`config.mk`:
```
export PLATFORM = sky130hd
export DESIGN_NAME = rvc_aligner
export DESIGN_NICKNAME = d
export VERILOG_FILES = /design/src/rtl/rvc_aligner.sv
export SDC_FILE = /design/constraint.sdc
export NUM_CORES = 1
export LEC_CHECK = 0
export ABC_AREA = 1
export BUFFER_PORTS_ARGS = -buffer_cell sky130_fd_sc_hd__buf_2
export CORE_MARGIN = 3
export CORE_UTILIZATION = 51
export DETAILED_ROUTE_END_ITERATION = 10
export HOLD_SLACK_MARGIN = 0.05
export PLACE_DENSITY = 0.83
export SYNTH_ARGS = -nofsm -noshare
export SYNTH_HDL_FRONTEND = slang
export SYNTH_SLANG_ARGS = --single-unit
```
`constraint.sdc`:
```
create_clock -name clk -period 3.8 [get_ports clk]
set_input_delay 0.19 -clock clk [delete_from_list [all_inputs] [get_ports clk]]
set_output_delay 0.19 -clock clk [all_outputs]
set_load 0.1 [all_outputs]
```
`src/rtl/rvc_aligner.sv`:
```
// rtl/rvc_aligner.sv - halfword realignment buffer between fetch and decode
// Splits aligned fetch words into a 4-entry halfword queue and emits whole RV32IC instructions.
module rvc_aligner #(
  parameter logic [31:0] RESET_PC = 32'h0
) (
  input  logic        clk,
  input  logic        reset,
  input  logic        fetch_valid,
  input  logic [31:0] fetch_word,
  output logic        fetch_ready,
  input  logic        flush,
  input  logic [31:0] flush_pc,
  output logic        instr_valid,
  output logic [31:0] instr,
  output logic [31:0] instr_pc,
  output logic        instr_is_c,
  input  logic        dec_ready
);

  logic [15:0] q_q [4];
  logic [15:0] q_d [4];
  logic [2:0]  cnt_q, cnt_d;
  logic [31:0] head_pc_q, head_pc_d;
  logic        skip_low_q, skip_low_d;

  logic        is_c;
  logic [2:0]  need;
  logic [2:0]  base;
  logic        deq;
  logic        enq;

  assign is_c        = q_q[0][1:0] != 2'b11;
  assign need        = is_c ? 3'd1 : 3'd2;
  assign instr_valid = (cnt_q >= need) & ~flush;
  // Readiness looks at the current count only, so a full queue stalls fetch for a cycle.
  assign fetch_ready = (cnt_q <= 3'd2) & ~flush;
  assign deq         = instr_valid & dec_ready;
  assign enq         = fetch_valid & fetch_ready;
  assign base        = deq ? (cnt_q - need) : cnt_q;

  assign instr      = is_c ? {16'h0, q_q[0]} : {q_q[1], q_q[0]};
  assign instr_pc   = head_pc_q;
  assign instr_is_c = is_c;

  always_comb begin
    q_d        = q_q;
    cnt_d      = cnt_q;
    head_pc_d  = head_pc_q;
    skip_low_d = skip_low_q;
    if (flush) begin
      cnt_d      = 3'd0;
      head_pc_d  = {flush_pc[31:1], 1'b0};
      skip_low_d = flush_pc[1];
    end else begin
      if (deq) begin
        if (is_c) begin
          q_d[0] = q_q[1];
          q_d[1] = q_q[2];
          q_d[2] = q_q[3];
          q_d[3] = 16'h0;
        end else begin
          q_d[0] = q_q[2];
          q_d[1] = q_q[3];
          q_d[2] = 16'h0;
          q_d[3] = 16'h0;
        end
        head_pc_d = head_pc_q + {28'h0, need, 1'b0};
      end
      // Append after the shift; base never exceeds 2 when enq is possible.
      if (enq) begin
        for (int i = 0; i < 4; i++) begin
          if (skip_low_q) begin
            if (3'(i) == base) q_d[i] = fetch_word[31:16];
          end else begin
            if (3'(i) == base) q_d[i] = fetch_word[15:0];
            else if (3'(i) == base + 3'd1) q_d[i] = fetch_word[31:16];
          end
        end
        skip_low_d = 1'b0;
      end
      cnt_d = base + (enq ? (skip_low_q ? 3'd1 : 3'd2) : 3'd0);
    end
  end

  always_ff @(posedge clk) begin
    if (reset) begin
      q_q        <= '{default: 16'h0};
      cnt_q      <= 3'd0;
      head_pc_q  <= RESET_PC;
      skip_low_q <= 1'b0;
    end else begin
      q_q        <= q_d;
      cnt_q      <= cnt_d;
      head_pc_q  <= head_pc_d;
      skip_low_q <= skip_low_d;
    end
  end

endmodule

```
==> results.yml <==
clock_network:
  cts.path.max_buffers: 2
  cts.sinks: 99
  cts_buffers: 9
  cts_resized: 0
  clk_latency_ns: 0.37
  cts_root_buf: "clkbuf_16"
  htreeDepth: 3
  cts_tree: "yes"
  cts_setup_buffers: 0
  path_clk_slew_ns: 0.07
  cts-hold-fix-buffers: 0
global_routing:
  grt_max_degree: 76
  grt_pass1_wl_um: 49600
  overflow: 0
  antenna_found_initial: 0
  first_global_vias: 10200
  grt_usage_pct: 30.0
worst_setup_path:
  crit_type: "reg -> reg"
  worstPathArrival_ns: 3.62
  end_kind: "register"
  start_kind: "register"
  crit_path_frequent_cell: "nand2_1"
  crit_cells: 13
  critPathMaxFanout: 28
  crit_end: "q_q[47]$_SDFFE_PP0N_"
  timing.rr.end: "q_q[47]$_SDFFE_PP0N_"
  crit_path_max_incr_delay_ns: 0.66
  path_cells: "nand2_2 -> buf_4 -> fa_1 -> nand2_1 -> nand2_1 -> nand4_1 -> nand2_2 -> ha_2 -> nand3_2 -> nand2_1 -> nand3_1 -> nand2_1 -> a21oi_1"
  critical_path.startpoint: "q_q[48]$_SDFFE_PP0N_"
  critPathBufInv: 1
  cp_slowest_cell: "ha_2"
  r2r_start: "q_q[48]$_SDFFE_PP0N_"
  ff2ff_setup_slack_ns: 0.37
  crit_family: "simple AND/OR/NAND/NOR gates"
  reg2regPathDepth: 13
  required_ns: 4.00
drt:
  routed_wirelength_um: 30600
  viasPerCell: 5.78
  vias: 11300
  ant_nets: 0
  wire_per_inst_um: 15.6
  drc: 0
  dr.pass1.iters: 6
  drtIter0Drc: 1079
sta:
  drv_slew: 0
  rsz0062_at_grt: "no"
  finalHoldViolCount: 0
  fmax_mhz: 292
  finalSetupTns_ns: 0
  min_period_over_period_pct: 90.2
  setup-violations-final: 0
  period_minus_slack_ns: 3.43
  max-slew-margin-rel_pct: 37.4
  fin_skew_ns: 0.0173
  setup_ws_ns: 0.374
  tightestPinTransition_ns: 0.939
floorplanning:
  initial_core_util_pct: 52.8
  core_um2: 17600
  rows: 48
  die-area_um2: 19900
  die_h_um: 141
  die_x_um: 141
  io_pins: 136
power_and_ir_drop:
  ir_worst_vdd_mv: 0.254
  clock_power_share_pct: 28.5
  power_frac_seq_pct: 33.7
  power_w: 0.00352
  swShare_pct: 43.2
  p_leak_nw: 5.06
  powerDensity_nw_per_um2: 347
  internal_power_w: 0.00200
  power.switching_w: 0.00152
  pwr-share-comb_pct: 37.8
synthesis:
  async_reset_ff_share_pct: 0
  synth_cell_types: 40
  synthFlopType: "dfxtp_1"
  syn_inst: 1689
  yosysWarnings: 0
  synth-seq-cells: 99
  synth_area_per_cell_um2: 5.50
  synth_enable_flop_cells: 0
  synth_area_um2: 9300
  ys_seq_area_share_pct: 21.3
  syn_nets: 1767
status:
  outcome: "complete, no violations"
layout:
  fillers: 1766
  final_nets: 1806
  syn_to_final_growth_pct: 9.10
  final_util_pct: 57.6
  drive_gt1_share_pct: 11.9
  num_antenna_cells: 0
placed_design:
  place.gp.congestion: 1.01
  dpl.hpwl_um: 19500
  port-buffer-count: 133
  detailedPlace.worstSlack_ns: 0.441
worst_hold_path:
  min-delay-path-class: "in -> reg"
  hold_depth: 3
run:
  cap_violations: 0
-- sequential cells by signal (all words and copies together) (netlist names) --
name	flops
q_q	64
instr_pc	31
cnt_q	3
skip_low_q	1
-- stage by stage --
stage          hold slack, ns  area (um^2)  instances
6_report               0.0778        10100       1958
5_1_grt                0.0939        10100       1958
4_1_cts                0.0765        10100       1958
3_5_place_dp            0.462         9840       1942
3_3_place_gp            0.449         9840       1942
2_1_floorplan           0.339         9310       1689
-- worst min-delay path, stage by stage --
cell and delay, ns:
buf_2 0.09, nand2_1 0.06, a21oi_1 0.06
-- cell usage after synthesis, types with 16 or more instances --
cell | number | share of area (%)
a21oi_1 | 98 | 5.3
nand2_1 | 474 | 19
nor2_1 | 203 | 8.2
nand4_1 | 100 | 6.7
nand3_1 | 128 | 6.9
dfxtp_1 | 99 | 21
o21ai_0 | 128 | 6.9
xor2_1 | 16 | 1.5
buf_2 | 38 | 2.0
inv_1 | 211 | 8.5
clkbuf_1 | 57 | 2.3
buf_4 | 21 | 1.7
-- placed cells by master, fill, tap and decap left out, types with 4 or more instances in the layout --
master / Yosys / final
o211ai_1: 6 / 6
buf_2: 38 / 133
buf_4: 21 / 25
clkbuf_16: 0 / 9
dfxtp_1: 99 / 99
nand4_1: 100 / 100
inv_1: 211 / 211
clkinv_1: 4 / 4
buf_12: 0 / 4
o21ai_0: 128 / 128
xor2_1: 16 / 16
nor3_1: 12 / 12
nor2_1: 203 / 203
a31oi_1: 11 / 11
a22oi_1: 13 / 13
a21oi_1: 98 / 98
nand3_1: 128 / 127
nand3_2: 4 / 5
nand2_2: 6 / 7
nand2_1: 474 / 473
clkinv_2: 0 / 4
xnor2_1: 6 / 6
ha_1: 6 / 5
-- layout make-up --
class	instances	area (um^2)	share of cell area, %
clock inverter	6	62.6	0.617
tap	225	282	2.78
sequential	99	1980	19.5
multi-input combinational	1236	5820	57.3
timing repair buffer	162	933	9.20
inverter	220	830	8.18
clock buffer	10	239	2.36
-- layer usage --
metal,vias up,routed length (um),track usage [%]
li1,5489,-,-
met3,96,3080,4.99
met2,665,14400,50.5
met4,0,948,12.9
met5,-,0,0
met1,5058,12200,38.0
-- how the worst min path moves through the flow --
stage / from / endpoint / slack (ns)
3_5_place_dp: flush_pc[10] / instr_pc[10]$_SDFFE_PP0P_ / 0.46
5_1_grt: flush_pc[16] / instr_pc[16]$_SDFFE_PP0P_ / 0.09
3_3_place_gp: flush_pc[10] / instr_pc[10]$_SDFFE_PP0P_ / 0.45
6_report: flush_pc[10] / instr_pc[10]$_SDFFE_PP0P_ / 0.08
4_1_cts: flush_pc[10] / instr_pc[10]$_SDFFE_PP0P_ / 0.08
2_1_floorplan: flush_pc[10] / instr_pc[10]$_SDFFE_PP0P_ / 0.34
-- power by group through the flow --
stage | sequential [W] | clock (W) | combinational [W]
2_1_floorplan | 0.00133 | 0 | 0.000937
3_3_place_gp | 0.00120 | 0 | 0.00128
3_5_place_dp | 0.00121 | 0 | 0.00131
4_1_cts | 0.00118 | 0.00101 | 0.00132
5_1_grt | 0.00119 | 0.00104 | 0.00147
6_report | 0.00119 | 0.00100 | 0.00133
-- kinds of logic after synthesis --
logic type,count (synthesis),synth area share (%)
adders and majority gates,9,1.45
DFF,99,21.3
and+or+nand+nor,941,43.9
buffers and inverters,354,16.2
xor gates and xnor gates,22,2.07
other,1,0.0403
AOI/OAI and AO/OA,263,15.0
Power figures use the tool's default switching activity.
